**src/rtl/shift_reg_pkg.sv**
```systemverilog
// Shared definitions for shift_reg_unit: op codes, FSM encoding and op classification.
package shift_reg_pkg;

   localparam logic [2:0] OP_LOAD = 3'd0;
   localparam logic [2:0] OP_SHL  = 3'd1;
   localparam logic [2:0] OP_SHR  = 3'd2;
   localparam logic [2:0] OP_ROL  = 3'd3;
   localparam logic [2:0] OP_ROR  = 3'd4;
   localparam logic [2:0] OP_ASR  = 3'd5;
   localparam logic [2:0] OP_CLR  = 3'd6;
   localparam logic [2:0] OP_NOP  = 3'd7;

   typedef enum logic [1:0] {
      ST_IDLE  = 2'd0,
      ST_SHIFT = 2'd1,
      ST_DONE  = 2'd2
   } state_t;

   // Ops that run through the multi-cycle SHIFT state.
   function automatic logic is_shift_op(input logic [2:0] op);
      logic res;
      case (op)
         OP_SHL, OP_SHR, OP_ROL, OP_ROR, OP_ASR: res = 1'b1;
         default:                                res = 1'b0;
      endcase
      return res;
   endfunction

endpackage

```
**src/rtl/shift_reg_unit_step.sv**
```systemverilog
// Single-step shift/rotate evaluator: next register value and the bit pushed out.
module shift_step
   import shift_reg_pkg::*;
#(
   parameter int WIDTH = 8
) (
   input  logic [WIDTH-1:0] q,
   input  logic [2:0]       op,
   input  logic             sin,
   output logic [WIDTH-1:0] q_next,
   output logic             out_bit
);

   // One-position move per op; non-shift ops hold the value.
   always_comb begin
      q_next  = q;
      out_bit = 1'b0;
      case (op)
         OP_SHL: begin
            q_next  = {q[WIDTH-2:0], sin};
            out_bit = q[WIDTH-1];
         end
         OP_SHR: begin
            q_next  = {sin, q[WIDTH-1:1]};
            out_bit = q[0];
         end
         OP_ROL: begin
            q_next  = {q[WIDTH-2:0], q[WIDTH-1]};
            out_bit = q[WIDTH-1];
         end
         OP_ROR: begin
            q_next  = {q[0], q[WIDTH-1:1]};
            out_bit = q[0];
         end
         OP_ASR: begin
            q_next  = {q[WIDTH-1], q[WIDTH-1:1]};
            out_bit = q[0];
         end
         default: begin
            q_next  = q;
            out_bit = 1'b0;
         end
      endcase
   end

endmodule

```
**src/rtl/shift_reg_unit.sv**
```systemverilog
// Multi-mode WIDTH-bit register: load/clear immediately, shift/rotate one bit per
// cycle under a start/busy/done handshake. All outputs come straight from flops.
module shift_reg_unit
   import shift_reg_pkg::*;
#(
   parameter int WIDTH = 8,
   parameter int CNT_W = $clog2(WIDTH + 1)
) (
   input  logic             clk,
   input  logic             rst_n,
   input  logic             start,
   input  logic [2:0]       op,
   input  logic [CNT_W-1:0] amt,
   input  logic [WIDTH-1:0] d,
   input  logic             sin,
   output logic [WIDTH-1:0] q,
   output logic             sout,
   output logic             busy,
   output logic             done
);

   localparam logic [CNT_W-1:0] CNT_ZERO = {CNT_W{1'b0}};
   localparam logic [CNT_W-1:0] CNT_ONE  = CNT_W'(1);

   state_t           state_r, state_s;
   logic [CNT_W-1:0] cnt_r,   cnt_s;
   logic [2:0]       op_r,    op_s;
   logic [WIDTH-1:0] q_r,     q_s;
   logic             sout_r,  sout_s;
   logic             busy_r,  busy_s;
   logic             done_r,  done_s;
   logic [WIDTH-1:0] step_q_s;
   logic             step_out_s;

   shift_step #(.WIDTH(WIDTH)) u_step (
      .q       (q_r),
      .op      (op_r),
      .sin     (sin),
      .q_next  (step_q_s),
      .out_bit (step_out_s)
   );

   // Next-state, next-data and next-flag logic for the accept/shift/done sequence.
   always_comb begin
      state_s = state_r;
      cnt_s   = cnt_r;
      op_s    = op_r;
      q_s     = q_r;
      sout_s  = sout_r;
      busy_s  = 1'b0;
      done_s  = 1'b0;
      case (state_r)
         ST_IDLE, ST_DONE: begin
            if (start) begin
               if (is_shift_op(op)) begin
                  if (amt == CNT_ZERO) begin
                     state_s = ST_DONE;
                     done_s  = 1'b1;
                  end else begin
                     op_s    = op;
                     cnt_s   = amt;
                     state_s = ST_SHIFT;
                     busy_s  = 1'b1;
                  end
               end else begin
                  case (op)
                     OP_LOAD: q_s = d;
                     OP_CLR:  q_s = {WIDTH{1'b0}};
                     default: q_s = q_r;
                  endcase
                  state_s = ST_DONE;
                  done_s  = 1'b1;
               end
            end else begin
               state_s = ST_IDLE;
            end
         end
         ST_SHIFT: begin
            q_s    = step_q_s;
            sout_s = step_out_s;
            cnt_s  = cnt_r - CNT_ONE;
            // cnt==0 cannot occur here; treated as the last step so SHIFT always exits.
            if (cnt_r <= CNT_ONE) begin
               cnt_s   = CNT_ZERO;
               state_s = ST_DONE;
               done_s  = 1'b1;
            end else begin
               busy_s  = 1'b1;
            end
         end
         default: begin
            state_s = ST_IDLE;
            cnt_s   = CNT_ZERO;
         end
      endcase
   end

   // State, counter, op latch and output registers.
   always_ff @(posedge clk or negedge rst_n) begin
      if (!rst_n) begin
         state_r <= ST_IDLE;
         cnt_r   <= CNT_ZERO;
         op_r    <= OP_NOP;
         q_r     <= {WIDTH{1'b0}};
         sout_r  <= 1'b0;
         busy_r  <= 1'b0;
         done_r  <= 1'b0;
      end else begin
         state_r <= state_s;
         cnt_r   <= cnt_s;
         op_r    <= op_s;
         q_r     <= q_s;
         sout_r  <= sout_s;
         busy_r  <= busy_s;
         done_r  <= done_s;
      end
   end

   assign q    = q_r;
   assign sout = sout_r;
   assign busy = busy_r;
   assign done = done_r;

endmodule

```
**config.mk**
```make
export PLATFORM = sky130hd
export DESIGN_NAME = shift_reg_unit
export DESIGN_NICKNAME = d
export VERILOG_FILES = /design/src/rtl/shift_reg_pkg.sv /design/src/rtl/shift_reg_unit_step.sv /design/src/rtl/shift_reg_unit.sv
export SDC_FILE = /design/constraint.sdc
export NUM_CORES = 1
export LEC_CHECK = 0
export CORE_MARGIN = 8
export CORE_UTILIZATION = 30
export CTS_CLUSTER_SIZE = 28
export DETAILED_ROUTE_END_ITERATION = 10
export PLACE_DENSITY = 0.53
export SLEW_MARGIN = 5
export SYNTH_ARGS = -nofsm -noshare
export SYNTH_HDL_FRONTEND = slang
export SYNTH_HIERARCHICAL = 1
export SYNTH_SLANG_ARGS = --single-unit
export TNS_END_PERCENT = 1
```
**constraint.sdc**
```tcl
create_clock -name clk -period 2.6 [get_ports clk]
set_input_delay 0.52 -clock clk [delete_from_list [all_inputs] [get_ports clk]]
set_output_delay 0.52 -clock clk [all_outputs]
set_load 0.02 [all_outputs]
```
==> metrics.md <==
| Metric | Value |
|---|---|
| DPL Wire Length | `roughly 2600 um` |
| First-pass GRT wire length | `5871 um` |
| Initial antenna violation count | `0` |
| Synth area leader | `dfrtp_1` |
| Dpl cell area | `1619 sq um` |
| Drt total wl | `approximately 3500 um` |
| Internal power | `around 1.2 mW` |
| Part of the cycle the worst path needs | `0.8158` |
| Critical Path, Cell by Cell | `clkdlybuf4s50_1, and2_4, or4b_1, o21bai_1, o211a_1` |
| Clock Skew | `roughly 0.0032 ns` |
| RSZ-0062 raised after global routing | `no` |
| Number of synthesized flops with an enable pin | `0` |
| R2R depth | `7` |
| Clock tree buffer depth | `2` |
| Critical Path End | `cnt_r[1]$_DFFE_PN0P_` |
| CTS resizes | `0` |
| Largest cells by area after synthesis | `dfrtp_1, a22oi_1, dfstp_2, a21oi_1, nand2_1` |
| Worst stage delay on the critical path | `0.64 ns` |
| Sequential Power Share | `0.308` |
| Ys async rst share | `1.000` |
| Antenna Nets Post-Route | `0` |
| DRC errors left | `0` |
| Pwr Density | `around 1300 nW/um^2` |
| CTS tree | `done` |
| GRT Util Overall | `0.1136` |
| Worst R2R Setup Slack | `approximately 0.57 ns` |
| Outcome | `finished clean` |
| Synth-to-Final Area Change | `33.00%` |
| Cell area after synthesis | `roughly 1300 sq um` |
| Critical path launch point type | `primary input` |
| R2R Path End | `q[7]$_DFFE_PN0P_` |
| Slew @ Worst Pin | `just under 0.7 ns` |
| Met1 Usage GRT | `0.1401` |
| Met3 global-route usage | `0.02567` |
| Worst endpoint required time | `around 2.8 ns` |
| Worst hold path type | `reg -> reg` |
| Clock slew at reported path FFs | `about 0.070 ns` |
| Clock power frac | `0.099` |
| Vias in the first global route | `about 1,200` |
| Final setup violating endpoints | `0` |
| Post-synthesis sequential area ratio | `0.4030` |
| Number of top-level pins | `30` |
| Number of diodes | `0` |
| Syn Nets | `around 170` |
| Row count | `23` |
| Post-CTS setup buffer count | `0` |
| DRT iter0 DRCs | `87` |
| Hold buffers post-CTS | `0` |
| Maximum number of pins on one net before global-route repair | `21` |
| Avg Cell Area, Syn | `8.750 sq um` |
| Number of port buffers | `29` |
| Gr ovfl total | `0` |
| Max-slew violations | `0` |
| Final Hold Fails | `0` |
| RePlAce Congestion | `~0.78` |
| Slew headroom | `0.5446` |
| Grt peak-use layer | `met2` |
| Data arrival, critical path | `2.27 ns` |
| Gate power share | `0.593` |
| Kind of critical path | `in -> reg` |
| Met2 usage | `0.1860` |
| # H-tree levels | `1` |
| Post-synth top flop | `dfrtp_1` |
| Leakage | `between 0.7 and 0.8 nW` |
| Post-synth top area share | `0.3400` |
| FF+latch count, synth | `20` |
| TritonCTS buffer count | `3` |
| Post-route setup slack | `0.4790 ns` |
| Die ar. | `~6500 sq um` |
| Vias post-DR | `~1,200` |
| Pwr Total | `approximately 2.2 mW` |
| Later-pin clock latency in the skew report | `between 0.2 and 0.3 ns` |
| Cell with the most instances after synthesis | `dfrtp_1` |
| Die width | `between 80 and 90 um` |
| Area of the core | `4000 sq um` |
| Layout cells sized above 1 | `0.09091` |
| Height of the die | `between 80 and 90 um` |
| WL per Instance | `15.28 um` |
| Worst vdd ir | `between 0.3 and 0.4 mV` |
| Clk sinks | `20` |
| Slowest cell on crit path | `or4b_1` |
| FMAX | `approximately 470 MHz` |
| Root Driver | `clkbuf_8` |
| Mapped Cells | `~140` |
| Final Critical Period | `2.121 ns` |
| Crit path max fanout | `5` |
| Starting Density | `0.3128` |
| Switching share of power | `0.4618` |
| Final Cell Area | `around 1700 sq um` |
| Net switching power | `around 1.0 mW` |
| Netlist cell types | `39` |
| Place WS | `0.2086 ns` |
| # nets final | `roughly 200` |
| YS warnings | `6` |
| Worst r2r src | `op_r[1]$_DFFE_PN1P_` |
| Top cells by instance count after synthesis | `dfrtp_1, a22oi_1, nand2_1` |
| Vias per Instance | `5.265` |
| Setup TNS | `0 ns` |
| Worst setup startpoint | `op[2]` |
| Max-cap violation count | `0` |
| Critical path capture point type | `flip-flop` |
| DRT Pass-1 Iters | `4` |
## cell type report
| cell class | count | area, sq um |
|---|---|---|
| Clock buffer | 4 | 45.04 |
| Fill cell | 409 | 2336 |
| Inverter | 9 | 33.78 |
| Multi-Input combinational cell | 109 | 690.7 |
| Sequential cell | 20 | 504.2 |
| Tap cell | 50 | 62.56 |
| Timing Repair Buffer | 34 | 327.8 |
## how the worst min path moves through the flow
| stage | from | cells past startpoint | slack [ns] | end |
|---|---|---|---|---|
| after floorplan | rst_n | 0 | 0.22 | busy$_DFF_PN0_ |
| after global placement | sout$_DFFE_PN0P_ | 2 | 0.46 | sout$_DFFE_PN0P_ |
| after detailed placement | sout$_DFFE_PN0P_ | 2 | 0.47 | sout$_DFFE_PN0P_ |
| after CTS | sout$_DFFE_PN0P_ | 2 | 0.49 | sout$_DFFE_PN0P_ |
| after global routing | sout$_DFFE_PN0P_ | 2 | 0.52 | sout$_DFFE_PN0P_ |
| final | sout$_DFFE_PN0P_ | 2 | 0.48 | sout$_DFFE_PN0P_ |
## power by group through the flow
| stage | Clock [mW] | Sequential (mW) | Combinational (mW) |
|---|---|---|---|
| floorplan | 0 | 0.715 | 0.840 |
| global placement | 0 | 0.673 | 1.29 |
| detailed placement | 0 | 0.681 | 1.31 |
| CTS | 0.223 | 0.678 | 1.31 |
| global route | 0.239 | 0.712 | 1.48 |
| finish | 0.216 | 0.675 | 1.30 |
## cell families after synthesis
family,after synthesis,share of synthesized area
compound gates,54,0.2790
xor+xnor,2,0.01400
fa+ha+maj,3,0.03000
buf+inv,14,0.04500
flops,20,0.4030
mux,5,0.04300
simple gates,45,0.1860
## layer usage
| metal | vias to the layer above | wire, um |
|---|---|---|
| li1 | 588 | - |
| met1 | 569 | 1529 |
| met2 | 28 | 1702 |
| met3 | 5 | 169 |
| met4 | 0 | 52 |
| met5 | - | 0 |
## registers in the layout, summed over array words and instances, names as in the netlist
register	flops
busy	1
cnt_r	4
done	1
op_r	3
q	8
sout	1
state_r	2
## stage by stage
step                  util  std cells  hold WS (ns)
floorplan                -        143        0.2244
global placement    0.4048        222        0.4649
detailed placement  0.4048        222        0.4701
CTS                 0.4160        226        0.4876
global route        0.4160        226        0.5222
finish              0.4160        226        0.4811
## worst max-delay path: cells and delay by family
| family | cells | cell delay, ns |
|---|---|---|
| AND/OR/NAND/NOR | 2 | 0.85 |
| AO/OA/AOI/OAI | 2 | 0.43 |
| buffers and inverters | 1 | 0.48 |
## cell usage in the layout (no fill, tap or decap), types with 2 or more instances in the layout
cell             instances
clkdlybuf4s50_1         29
inv_1                    8
nor3_1                   3
nor2_1                  11
dfstp_2                  3
mux2i_1                  2
clkbuf_8                 3
mux2_1                   3
o21ai_1                  9
nand2b_1                 4
dfrtp_1                 17
a22oi_1                 14
o21ai_0                  3
nand2_1                 14
o21ai_2                  2
o22ai_1                  4
nand3b_1                 3
a21o_1                   2
nor2b_1                  2
a21oi_1                 13
ha_1                     3
buf_4                    5
Power figures use the tool's default switching activity.
